File: config.mk
export PLATFORM = sky130hd
export DESIGN_NAME = video_mode_sequencer
export DESIGN_NICKNAME = d
export VERILOG_FILES = /design/src/rtl/video_mode_sequencer.sv
export SDC_FILE = /design/constraint.sdc
export NUM_CORES = 1
export LEC_CHECK = 0
export BUFFER_PORTS_ARGS = -buffer_cell sky130_fd_sc_hd__buf_2
export CAP_MARGIN = 20
export CORE_MARGIN = 8
export CORE_UTILIZATION = 30
export CTS_CLUSTER_SIZE = 8
export DETAILED_ROUTE_END_ITERATION = 8
export PLACE_DENSITY = 0.63
export SYNTH_ARGS = -nofsm -noshare
export SYNTH_HDL_FRONTEND = slang
export SYNTH_SLANG_ARGS = --single-unit
File: constraint.sdc
create_clock -name clk_i -period 1.55 [get_ports clk_i]
set_input_delay 0.31 -clock clk_i [delete_from_list [all_inputs] [get_ports clk_i]]
set_output_delay 0.31 -clock clk_i [all_outputs]
set_load 0.02 [all_outputs]
File: src/rtl/video_mode_sequencer.sv
`default_nettype none
// ============================================================================
// Module      : video_mode_sequencer
// Description : Selects the active test pattern for an RGB generator.
//               Handles manual mode changes over a four-phase req/ack
//               handshake and applies them only at frame boundaries.
//               Detects frame starts from vsync and keeps a free-running
//               16-bit frame counter.
//               Optional auto-cycle is enabled by defining the macro
//               VIDEO_MODE_SEQ_AUTO_EN. It steps the pattern once every
//               FRAMES_PER_STEP frames while idle.
// Revision    : 1.0 - initial release
// ============================================================================
module video_mode_sequencer #(
    parameter int NUM_MODES       = 6,
    parameter int FRAMES_PER_STEP = 60
) (
    input  logic        clk_i,
    input  logic        rst_i,
    input  logic        vsync_i,
    input  logic        req_i,
    input  logic [2:0]  mode_i,
    input  logic        auto_i,
    output logic        ack_o,
    output logic [2:0]  pattern_o,
    output logic        frame_start_o,
    output logic [15:0] frame_cnt_o
);

    localparam logic [1:0] c_ST_IDLE    = 2'd0;
    localparam logic [1:0] c_ST_PENDING = 2'd1;
    localparam logic [1:0] c_ST_ACK     = 2'd2;

    localparam logic [3:0] c_NUM_MODES  = 4'(NUM_MODES);
    localparam logic [2:0] c_MODE_LAST  = 3'(NUM_MODES - 1);

    logic [1:0] r_state;
    logic       r_vsync_d;
    logic [2:0] r_mode;
    logic [2:0] w_mode_clamped;

    // Out-of-range requests select the highest legal mode.
    assign w_mode_clamped = ({1'b0, mode_i} >= c_NUM_MODES) ? c_MODE_LAST : mode_i;

`ifdef VIDEO_MODE_SEQ_AUTO_EN
    localparam logic [15:0] c_STEP_LAST = 16'(FRAMES_PER_STEP - 1);

    logic [15:0] r_step;
    logic [2:0]  w_pattern_next;

    // Next pattern in the auto-cycle, wrapping after the last mode.
    assign w_pattern_next = (pattern_o == c_MODE_LAST) ? 3'd0 : pattern_o + 3'd1;
`else
    // Auto-cycle is compiled out, so the enable input has no effect.
    logic w_unused_auto;
    assign w_unused_auto = auto_i;
`endif

    // Rising-edge detect on vsync gives a one-cycle frame_start pulse; the counter counts those pulses.
    always_ff @(posedge clk_i) begin
        if (rst_i) begin
            r_vsync_d     <= 1'b0;
            frame_start_o <= 1'b0;
            frame_cnt_o   <= 16'd0;
        end else begin
            r_vsync_d     <= vsync_i;
            frame_start_o <= vsync_i & ~r_vsync_d;
            if (frame_start_o) begin
                frame_cnt_o <= frame_cnt_o + 16'd1;
            end
        end
    end

    // Request handshake FSM; pattern changes only on a frame_start cycle.
    always_ff @(posedge clk_i) begin
        if (rst_i) begin
            r_state   <= c_ST_IDLE;
            r_mode    <= 3'd0;
            pattern_o <= 3'd0;
            ack_o     <= 1'b0;
`ifdef VIDEO_MODE_SEQ_AUTO_EN
            r_step    <= 16'd0;
`endif
        end else begin
            case (r_state)
                c_ST_IDLE: begin
                    if (req_i) begin
                        // Capture happens even on a frame_start cycle.
                        // The new mode then waits for the next frame.
                        r_mode  <= w_mode_clamped;
                        r_state <= c_ST_PENDING;
                    end
`ifdef VIDEO_MODE_SEQ_AUTO_EN
                    else if (auto_i && frame_start_o) begin
                        if (r_step == c_STEP_LAST) begin
                            pattern_o <= w_pattern_next;
                            r_step    <= 16'd0;
                        end else begin
                            r_step <= r_step + 16'd1;
                        end
                    end
`endif
                end
                c_ST_PENDING: begin
                    // Dropping req here does not cancel the request. It is still applied at the frame boundary.
                    if (frame_start_o) begin
                        pattern_o <= r_mode;
                        ack_o     <= 1'b1;
                        r_state   <= c_ST_ACK;
`ifdef VIDEO_MODE_SEQ_AUTO_EN
                        r_step    <= 16'd0;
`endif
                    end
                end
                c_ST_ACK: begin
                    if (!req_i) begin
                        ack_o   <= 1'b0;
                        r_state <= c_ST_IDLE;
                    end
                end
                default: begin
                    ack_o   <= 1'b0;
                    r_state <= c_ST_IDLE;
                end
            endcase
`ifdef VIDEO_MODE_SEQ_AUTO_EN
            // With auto-cycle off, the step count always starts again from zero.
            if (!auto_i) begin
                r_step <= 16'd0;
            end
`endif
        end
    end

endmodule
`default_nettype wire
# Yosys cells after proc, flatten, opt, wreduce, memory -nomap -nowiden
# Cells that the tools add are included.
[totals]
register_bits = 27
out_inout_bits = 21
wordCells = 30
[op_classes]
add_sub_neg = 1
magnitude_cmp = 1
n_eq_ne = 5
muxes = 8
bitwise_logic = 3
reduce_logical = 5
[ops]
columns = ["operator", "n"]
rows = [
  ["$add 16x1->16 const B", 1],
  ["$mux 2", 3],
  ["$ne 2x2->1 const B", 3],
  ["$pmux 2 s3", 1],
  ["$reduce_and 3->1", 2],
  ["$reduce_and 2->1", 2],
  ["$ge 3x3->1 const B", 1],
  ["$mux 3", 1],
  ["$pmux 1 s3", 1],
  ["$eq 2x1->1 const B", 1],
  ["$eq 2x2->1 const B", 1],
  ["$logic_not 2->1", 1],
  ["$mux 1", 2],
  ["$not 1->1", 2],
  ["$and 1x1->1", 1],
]

# Depth between registers and ports, before layout
# Gate-level depths: netlist (run 1).
[depth]
depth_word = 3
ltp_mapped = 4
depth_no_buf = 4

# Least setup slack after synthesis (run 1)
# No wires, ideal clock.
[synth_path]
path_kind = "reg-to-reg"
startpoint = "register frame_cnt_o[0]"
endpoint = "register frame_cnt_o[14]"
setup_ps = 121
arrival_ps = 1585
slack_ps = -156
path_stages_with_launch = 5
n_path_buf = 0
period_less_slack_ps = 1706
path_cell_list = "dfxtp_1 -> ha_1 -> nand4_2 -> nor4_1 -> mux2_2"
[synth_via]
elab_chain_cells = 1
[synth_rtl]
columns = ["element", "line_no", "rtl"]
rows = [
  ["from (decl)", "27", "output logic [15:0] frame_cnt_o"],
  ["from (signal assigned)", "69", "frame_cnt_o <= frame_cnt_o + 16'd1;"],
  ["$add 16x1->16", "69", ""],
]
# Every way passes these cells.
# A chain may end at the register's enable or synchronous reset.

# Final worst setup path (run 1)
[layout_path]
startpoint = "register frame_cnt_o[0]"
endpoint = "register frame_cnt_o[12]"
# Same word-level chain as after synthesis.

==> results of run 1 <==
[cell families (layout without fill, tap and decap cells)]
family | after synthesis | count (layout) | share of synthesized area
XOR/XNOR | 4 | 4 | 0.03071
buffers and inverters | 7 | 48 | 0.02632
adder cells (fa/ha/maj) | 1 | 1 | 0.01096
multiplexers | 10 | 10 | 0.09320
flip-flops | 27 | 27 | 0.4737
AND/OR/NAND/NOR | 55 | 55 | 0.2675
AO/OA/AOI/OAI | 19 | 19 | 0.09759
[through the flow]
step,instances,power (uW),cell area (sq um)
2_1_floorplan,123,796.8,1165
3_3_place_gp,205,821.4,1424
3_5_place_dp,205,825.7,1424
4_1_cts,209,1215,1474
5_1_grt,212,1263,1535
6_report,212,1201,1535
[tightest hold or removal path, delay by kind of cell]
family,cells,cell delay [ns]
buffers and inverters,1,0.09
muxes,1,0.06
and+or+nand+nor,1,0.07
[cells in the final DEF, fill, tap and decap left out, drive strengths merged]
cell type  count
nand3b         2
xor2           3
or3            2
clkbuf         4
buf           41
inv            3
o31ai          4
ha             1
nor3           1
dfxtp         27
nor2          16
xnor2          1
nor3b          1
mux2           5
mux2i          5
nand3          4
or4            4
nand4          6
nor2b          8
a2bb2oi        1
o21ai          2
a211oi         1
nand2          5
a21oi         11
nand2b         1
nor4           5
[synthesized netlist by cell type (all sizes together), types with 3 or more instances]
| library cell | instances |
|---|---|
| mux2i | 5 |
| nor4 | 5 |
| inv | 3 |
| a21oi | 11 |
| xor2 | 3 |
| nor2b | 8 |
| dfxtp | 27 |
| nand4 | 6 |
| or4 | 4 |
| nand3 | 4 |
| nor2 | 16 |
| buf | 3 |
| o31ai | 4 |
| mux2 | 5 |
| nand2 | 5 |
[metal layers]
metal | vias to the layer above | global-route usage | wire length [um]
met3 | 3 | 0.03111 | 128
met4 | 0 | 0.01887 | 16
met2 | 20 | 0.1612 | 1299
met5 | - | 0 | 0
li1 | 525 | - | -
met1 | 472 | 0.09316 | 1217
[flip-flops by register name, summed over array words and instances, names as in the netlist]
name           count
frame_start_o      1
r_state            2
frame_cnt_o       16
r_vsync_d          1
ack_o              1
pattern_o          3
r_mode             3
[power breakdown]
part	leakage (uW)	internal [uW]	switching, uW
Combinational	0.000412	36.6	47.5
Clock	0.0000228	184	207
Sequential	0.000221	709	17.6
[cell type report]
class	instances	area, sq um	area share
flip-flops and latches	27	548.0	0.3570
well taps	48	60.06	0.03912
inverters	3	11.26	0.007335
clock buffers	4	45.04	0.02934
repair buffers	41	240.2	0.1565
multi-input cells	89	630.6	0.4108
[worst max-delay path by stage]
| stage | from | to | slack, ns |
|---|---|---|---|
| 2_1_floorplan | frame_cnt_o[6] | frame_cnt_o[15] | -0.03 |
| 3_3_place_gp | frame_cnt_o[0] | frame_cnt_o[14] | 0.03 |
| 5_1_grt | frame_cnt_o[4] | frame_cnt_o[14] | 0.004 |
| 6_report | frame_cnt_o[0] | frame_cnt_o[12] | 0.07 |
| 3_5_place_dp | frame_cnt_o[0] | frame_cnt_o[14] | -0.03 |
| 4_1_cts | frame_cnt_o[1] | frame_cnt_o[12] | 0.01 |
[timing repair]
item | in CTS | in global routing
setup buffers | 0 | 3
endpoints found under the setup margin | 3 | 7
gates resized for setup | 2 | 6
pin swaps | 1 | 1
==> summary.txt, run 1 <==
Run status
  • Status: complete, no violations

Timing
  • Setup TNS: 0 ns
  • Final worst slack: 0.07388 ns
  • Worst hold slack: 0.3032 ns
  • F_max: 677.5 MHz
  • Slew @ Worst Pin: 0.5692 ns
  • RSZ-0062 raised after global routing: no
  • Final cycle utilization of the critical path: 0.9523
  • Final setup violation count: 0
  • Final worst path period need: 1.476 ns
  • Final worst clock skew: 0.001683 ns
  • Hold Violations, Final: 0
  • Slew margin rel.: 0.6197
  • Max Slew Vio Count: 0

Setup path
  • Buffers plus inverters on the worst setup path: 0
  • Worst Path Required: 1.71 ns
  • Crit-path slowest cell: dfxtp_4
  • Worst R2R End: frame_cnt_o[12]
  • Setup Crit Path Kind: flop to flop
  • CP Max Fanout: 7
  • Cell family with most CP delay: simple AND/OR/NAND/NOR gates
  • Arrival time of the worst setup path: 1.64 ns
  • Cell Chain, Critical Path: ha_4 > nand4_4 > nor4_4 > mux2_1
  • Cell count along the critical path: 4
  • Worst r2r src: frame_cnt_o[0]
  • Startpoint Class: flop
  • Max incr delay on CP: about 0.4 ns
  • Reg2Reg Depth: 4
  • Internal reg-to-reg setup slack: between 0.07 and 0.08 ns
  • CP Capture Type: flop

Global routing
  • Initial antenna violation count: 0
  • Global route overflow: 0
  • Global-route wire length before repair: roughly 4600 um
  • Vias in the first global route: 1,097
  • GRT Util Overall: 0.08771
  • Largest net degree at the start of global routing: 20

Clock tree
  • Total CTS buffers: 3
  • # hold bufs at CTS: 0
  • Sink Count: 27
  • TritonCTS clock tree: done
  • Clock Path Buffers: 2
  • Worst-Skew Late Latency: 0.27 ns
  • Clk Tree Root Cell: clkbuf_8
  • CTS H-Tree Depth: 1
  • Clk slew on worst S/H paths: 0.09 ns

Die
  • DIE HEIGHT: 77.68 um
  • IO Pins: 29
  • Die area: around 6000 sq um
  • Initial Util: 0.3117
  • Row cnt: 22
  • Die Span X: 77.68 um
  • Core Box Area: about 3700 sq um

Yosys
  • Mapped Area: 1141 sq um
  • Ranking of synthesized cells by area: dfxtp_1 47%, nor2_1 5.3%, a21oi_1 4.8%, mux2i_1 4.4%, nor2b_1 4.4%
  • Post-Syn Instances: 123
  • Warnings from Yosys: 0
  • Post-synth EDFFs: 0
  • Flops & latches, synth: 27
  • Ys async rst share: 0
  • Largest area contributor in the netlist: dfxtp_1
  • Sequential-to-total area share from yosys stat: 0.4737
  • Yosys top cell area share: 0.4737
  • Syn_nets: between 100 and 150
  • Post-synthesis cell type count: 30
  • Top FF cell, synth: dfxtp_1
  • Mean Syn Cell Area: 9.277 sq um

Pwr
  • Power per cell area: 782.6 nW/um^2
  • Max IR drop VDD: 0.5553 mV
  • Leak Pwr: 0.0006551 uW

Cells and area
  • Nets: 174
  • Layout cells sized above 1: 0.3476
  • Area grow syn2layout: 34.54%
  • Filler Cell Count: 371
  • ANT cells: 0
  • Final core utilization: 0.4193

Placed design
  • Placer Congestion: 0.7135
  • Place WS: -0.02819 ns
  • Port bufs: 27
  • DP HPWL: between 2000 and 2500 um

Drt
  • WL final: roughly 2700 um
  • Post-DR vias/cell: roughly 4.8
  • Drt drc: 0
  • Via count: 1,020
  • Drt wl/cell: 12.55 um
  • Initial DRC Count: 27
  • Final ANT Viol Nets: 0
  • 1st-pass router iterations: 4

Worst hold path
  • Worst Hold Depth: 3
  • Hold Path End: r_mode[2]
  • Hold path startpoint: mode_i[2]
  • HP Class: input pin to flop

Run
  • Max Cap Violations: 0
Note: power is estimated with default switching activity, not from simulation.
==> inputs of run 2 (changes only) <==
==> constraint.sdc (replaced) <==
create_clock -name clk_i -period 1.32 [get_ports clk_i]
set_input_delay 0.264 -clock clk_i [delete_from_list [all_inputs] [get_ports clk_i]]
set_output_delay 0.264 -clock clk_i [all_outputs]
set_load 0.02 [all_outputs]
==> run 2 against run 1 <==
  * The flow now finishes with violations (negative setup slack)
  * Die area did not move
  * Wire length rose by 5.7%
  * Non-clock buffer count rose by 10
  * Global-route usage rose by 0.90 points
  * Cell count rose by 4.7%
  * Core utilization rose by 3.9 points
==> summary.txt, run 2 (same netlist as run 1, synthesis figures left out) <==
Timing
  • F_max: 716.2 MHz (+5.7%)
  • Setup TNS: -0.5072 ns (-0.5072 ns)
  • Final worst clock skew: 0.004069 ns (+0.002386 ns)
  • Hold Violations, Final: 0 (unchanged)
  • Slew margin rel.: 0.7896 (+0.1699)
  • Max Slew Vio Count: 0 (unchanged)
  • Final cycle utilization of the critical path: 1.058 (+0.1055)
  • Slew @ Worst Pin: 0.3157 ns (-0.2536 ns)
  • Final worst path period need: 1.396 ns (-0.07983 ns)
  • Final setup violation count: 9 (+9)
  • RSZ-0062 raised after global routing: yes
  • Final worst slack: -0.07629 ns (-0.1502 ns)

Pwr
  • Combinational fraction of design power: 0.082 (+0.012)
  • Leak Pwr: 0.0007410 uW (+13%)
  • Reg power frac: 0.585 (-0.019)
  • Switching pwr: 341.1 uW (+25%)
  • Sw Ratio: 0.2384 (+0.01164)
  • Int Pwr: 1090 uW (+17%)
  • Max IR drop VDD: 0.8456 mV (+52%)
  • Power per cell area: 852.7 nW/um^2 (+9.0%)
  • Clock power frac: 0.334 (+0.008)

Cells and area
  • Commonest non-fill, non-tap cell in the layout: buf_2
  • Nets: 184 (+5.7%)
  • Non-filler instance count after layout: 222 (+4.7%)
  • Top reg by flops: frame_cnt_o
  • Final core utilization: 0.4583 (+0.03896)
  • Cell area after layout: 1678 sq um (+9.3%)
  • Area grow syn2layout: 47.04%
  • Max FFs per register: 16 (unchanged)
  • ANT cells: 0 (unchanged)
  • Layout cells sized above 1: 0.4770 (+0.1295)
  • Most frequent cells in the layout: 26 x buf_2, 25 x buf_4, 16 x nor2_1
  • Largest regs: frame_cnt_o x16, pattern_o x3, r_mode x3

Clock tree
  • Sink Count: 27 (unchanged)
  • # hold bufs at CTS: 0 (unchanged)
  • Worst-Skew Late Latency: 0.27 ns (about the same)
  • Clk Tree Root Cell: clkbuf_8
  • Total CTS buffers: 3 (unchanged)
  • CTS H-Tree Depth: 1 (unchanged)
  • Clk slew on worst S/H paths: 0.10 ns (about the same)
  • TritonCTS clock tree: done
  • Clock Path Buffers: 2 (unchanged)

Global routing
  • Global-route wire length before repair: 5057 um (+10%)
  • Global route overflow: 0 (unchanged)
  • Largest net degree at the start of global routing: 18 (-10%)
  • GRT Util Overall: 0.09670 (+0.008987)
  • Initial antenna violation count: 0 (unchanged)
  • Vias in the first global route: 1,127 (+2.7%)

Setup path
  • Cell Chain, Critical Path: nand4_1 > nor4_2 > mux2_2
  • CP Max Fanout: 5 (-2)
  • Setup Crit Path Kind: flop to flop
  • Crit-path slowest cell: dfxtp_4
  • CP Capture Type: flop
  • Max incr delay on CP: 0.38 ns (-0.02 ns)
  • Worst Path Required: 1.48 ns (-0.23 ns)
  • Startpoint Class: flop
  • Arrival time of the worst setup path: 1.56 ns (-0.08 ns)

Placed design
  • DP HPWL: 2103 um (+4.1%)
  • Cells after DPL: 216 (+5.4%)
  • Placed Area: 1573 sq um (+10%)
  • Port bufs: 27 (unchanged)
  • Place WS: -0.08849 ns (-0.06030 ns)
  • Placer Congestion: 0.7124 (-0.15%)

Drt
  • Initial DRC Count: 44 (+63%)
  • Final ANT Viol Nets: 0 (unchanged)
  • Post-DR vias/cell: 4.761 (-1.0%)
  • Via count: 1,057 (+3.6%)
  • Drt drc: 0 (unchanged)
  • Drt wl/cell: 12.67 um (+0.95%)
  • WL final: 2813 um (+5.7%)
  • 1st-pass router iterations: 4 (unchanged)

Run status
  • Status: finished, violations left
  • Failing checks: negative setup slack

Die
  • Initial Util: 0.3117 (unchanged)
  • DIE HEIGHT: 77.68 um (unchanged)
  • Row cnt: 22 (unchanged)
  • Die Span X: 77.68 um (unchanged)
  • Die area: 6033 sq um (unchanged)
  • Core Box Area: 3661 sq um (unchanged)
  • IO Pins: 29 (unchanged)

Run
  • Max Cap Violations: 0 (unchanged)

Worst hold path
  • HP Class: input pin to flop
[run 2: cell count changes in the layout (fill, tap and decap cells not counted), sizes merged]
cell	before	now
inv	3	4
buf	41	51
clkbuf	4	3
[run 2: worst max-delay path, delay by kind of cell, from the launching register on]
kind / cells / cell delay, ns
DFF: 1 / 0.38
muxes: 1 / 0.37
and+or+nand+nor: 2 / 0.54
[run 2: through the flow]
stage               hold slack, ns  power (uW)
finish                      0.2440        1431
global route                0.2506        1495
CTS                         0.2369        1452
detailed placement          0.3741       969.7
global placement            0.3647       963.3
floorplan                   0.3578       924.5
[run 2: layout make-up]
| class | count | area, sq um |
|---|---|---|
| Inverter | 3 | 11.26 |
| Clock buffer | 3 | 41.29 |
| Multi-Input combinational cell | 89 | 663.1 |
| Timing Repair Buffer | 51 | 317.8 |
| Tap cell | 48 | 60.06 |
| Sequential cell | 27 | 578.1 |
| Clock inverter | 1 | 6.256 |
| Fill cell | 346 | 1983 |
[run 2: worst paths after layout]
check | start | end | cells past startpoint | slack (ns)
max | frame_cnt_o[5] | frame_cnt_o[11] | 3 | -0.08
min | vsync_i | r_vsync_d | 2 | 0.24
max reg2reg | frame_cnt_o[5] | frame_cnt_o[11] | 3 | -0.08
min reg2reg | r_vsync_d | frame_start_o | 1 | 0.38
[run 2: what timing repair did]
item / CTS / global route
gates resized for setup: 5 / 5
endpoints found under the setup margin: 8 / 11
buffers inserted: 1 / 1
pin swaps: 3 / 2
[run 2: per-layer routing]
metal / vias to the layer above / wire length, um / share of wire / track usage
met4: 0 / 28 / 0.010 / 0.01321
li1: 543 / - / - / -
met2: 20 / 1470 / 0.52 / 0.1821
met5: - / 0 / 0 / 0
met3: 4 / 146 / 0.052 / 0.03456
met1: 490 / 1166 / 0.41 / 0.1017
[run 2: power by group through the flow]
stage | sequential [uW] | combinational (uW) | clock (uW)
floorplan | 863 | 61.6 | 0
detailed placement | 857 | 113 | 0
global route | 841 | 131 | 522
finish | 837 | 117 | 477
CTS | 837 | 113 | 501
global placement | 855 | 109 | 0
==> inputs of run 3 (changes only) <==
--- a/config.mk
+++ b/config.mk
@@ -12,6 +12,7 @@
 export CTS_CLUSTER_SIZE = 8
 export DETAILED_ROUTE_END_ITERATION = 8
 export PLACE_DENSITY = 0.63
+export SETUP_SLACK_MARGIN = 0.15
 export SYNTH_ARGS = -nofsm -noshare
 export SYNTH_HDL_FRONTEND = slang
 export SYNTH_SLANG_ARGS = --single-unit
==> run 3 against run 2 <==
  * The run still ends with negative setup slack left
  * Fmax is 0.98% higher
  * Flip-flop and latch count stayed put
  * Design area is 11% higher
  * Critical endpoint is now frame_cnt_o[15]
  * Largest cell class unchanged
==> summary.txt, run 3 (same netlist as run 1, synthesis figures left out) <==
Run status
  • Status: finished, violations left
  • Failing checks: negative setup slack

Drt
  • Drt wl/cell: 12.92 um (+1.9%)
  • Final ANT Viol Nets: 0 (unchanged)
  • Drt drc: 0 (unchanged)
  • Via count: 1,110 (+5.0%)
  • Post-DR vias/cell: 4.847 (+1.8%)
  • WL final: 2958 um (+5.2%)
  • Initial DRC Count: 15 (-66%)
  • 1st-pass router iterations: 4 (unchanged)

Pwr
  • Switching pwr: 349.7 uW (+2.5%)
  • Total power: 1449 uW (+1.3%)
  • Combinational fraction of design power: 0.093 (+0.011)
  • Power per cell area: 776.4 nW/um^2 (-9.0%)
  • Max IR drop VDD: 0.8101 mV (-4.2%)
  • Leak Pwr: 0.0007955 uW (+7.4%)
  • Sw Ratio: 0.2413 (+0.002881)
  • Clock power frac: 0.333 (about the same)
  • Reg power frac: 0.573 (-0.012)
  • Int Pwr: 1100 uW (+0.92%)

Timing
  • RSZ-0062 raised after global routing: yes
  • Final setup violation count: 8 (-1)
  • Hold Violations, Final: 0 (unchanged)
  • Final cycle utilization of the critical path: 1.048 (-0.01028)
  • Max Slew Vio Count: 0 (unchanged)
  • Final worst path period need: 1.383 ns (-0.01357 ns)
  • Final worst slack: -0.06272 ns (+0.01357 ns)
  • Slew margin rel.: 0.8080 (+0.01845)
  • Slew @ Worst Pin: 0.2855 ns (-0.03011 ns)
  • F_max: 723.2 MHz (+0.98%)
  • Final worst clock skew: 0.002435 ns (-0.001634 ns)

Cells and area
  • Layout cells sized above 1: 0.5249 (+0.04785)
  • Area grow syn2layout: 63.60%
  • Filler Cell Count: 343 (-0.87%)
  • Largest regs: frame_cnt_o x16, pattern_o x3, r_mode x3
  • Most frequent cells in the layout: 22 x buf_6, 21 x buf_4, 16 x nor2_1
  • Commonest non-fill, non-tap cell in the layout: buf_6
  • Top reg by flops: frame_cnt_o
  • Nets: 191 (+3.8%)
  • ANT cells: 0 (unchanged)
  • Max FFs per register: 16 (unchanged)

Clock tree
  • Total CTS buffers: 3 (unchanged)
  • Clock Path Buffers: 2 (unchanged)
  • Worst-Skew Late Latency: 0.27 ns (about the same)
  • # hold bufs at CTS: 0 (unchanged)
  • Clk slew on worst S/H paths: 0.09 ns (about the same)
  • Sink Count: 27 (unchanged)
  • CTS H-Tree Depth: 1 (unchanged)
  • TritonCTS clock tree: done
  • Clk Tree Root Cell: clkbuf_8

Global routing
  • Global-route wire length before repair: 5175 um (+2.3%)
  • GRT Util Overall: 0.1015 (+0.004776)
  • Largest net degree at the start of global routing: 18 (unchanged)
  • Global route overflow: 0 (unchanged)
  • Vias in the first global route: 1,175 (+4.3%)
  • Initial antenna violation count: 0 (unchanged)

Setup path
  • Arrival time of the worst setup path: 1.56 ns (about the same)
  • CP Max Fanout: 7 (+2)
  • Worst Path Required: 1.49 ns (about the same)
  • Startpoint Class: flop
  • CP Capture Type: flop
  • Setup Crit Path Kind: flop to flop

Die
  • Die area: 6033 sq um (unchanged)
  • Die Span X: 77.68 um (unchanged)
  • DIE HEIGHT: 77.68 um (unchanged)
  • Initial Util: 0.3117 (unchanged)
  • IO Pins: 29 (unchanged)
  • Row cnt: 22 (unchanged)
  • Core Box Area: 3661 sq um (unchanged)

Placed design
  • Port bufs: 27 (unchanged)
  • Placer Congestion: 0.7087 (-0.52%)
  • DP HPWL: 2119 um (+0.78%)
  • Place WS: -0.1481 ns (-0.05961 ns)

Worst hold path
  • HP Class: input pin to flop

Run
  • Max Cap Violations: 0 (unchanged)
-- run 3: cell types whose count changed in the layout (fill, tap and decap cells not counted), sizes merged --
cell	change
buf	+7
-- run 3: metal layers --
metal / global-route usage / share of wire
met5: 0 / 0
met4: 0.03208 / 0.016
met3: 0.04263 / 0.063
met2: 0.1846 / 0.53
met1: 0.1018 / 0.39
-- run 3: worst max-delay path, stage by stage (launching register included) --
cell	delay, ns
dfxtp_4	0.37
nand4_1	0.09
buf_4	0.19
nor4_4	0.31
mux2_4	0.32
-- run 3: through the flow --
step,TNS (ns),cell area [sq um],cells,util,hold slack [ns]
CTS,-0.3732,1788,225,0.4884,0.2321
global placement,-0.2114,1580,217,0.4316,0.3635
detailed placement,-0.4528,1580,217,0.4316,0.3670
floorplan,-0.3626,1239,123,-,0.3578
global route,-1.011,1867,229,0.5099,0.2464
finish,-0.2893,1867,229,0.5099,0.2300
-- run 3: layout make-up --
cell class	instances	area [sq um]	share of cell area
inverter	3	11.26	0.006032
timing repair buffer	58	480.5	0.2574
sequential	27	589.3	0.3157
tap	48	60.06	0.03217
clock inverter	1	6.256	0.003351
clock buffer	3	41.29	0.02212
multi-input combinational	89	678.2	0.3633
-- run 3: timing repair --
item                                    4_1_cts  5_1_grt
resized for setup                            38       14
endpoints found under the setup margin       21       27
setup buffers                                 4        4
pin swaps                                     4        4
-- run 3: path summary, 6_finish.rpt --
check / from / to / slack (ns) / cells past startpoint
setup reg to reg: frame_cnt_o[9] / frame_cnt_o[15] / -0.06 / 4
hold reg to reg: r_vsync_d / frame_start_o / 0.38 / 1
setup / recovery: frame_cnt_o[9] / frame_cnt_o[15] / -0.06 / 4
hold / removal: vsync_i / r_vsync_d / 0.23 / 2
-- run 3: power groups by stage --
stage          Sequential, uW  Clock (uW)  Combinational (uW)
6_report                  831         483                 135
5_1_grt                   834         543                 152
4_1_cts                   834         506                 128
3_5_place_dp              857           0                 118
3_3_place_gp              855           0                 114
2_1_floorplan             863           0                62.8
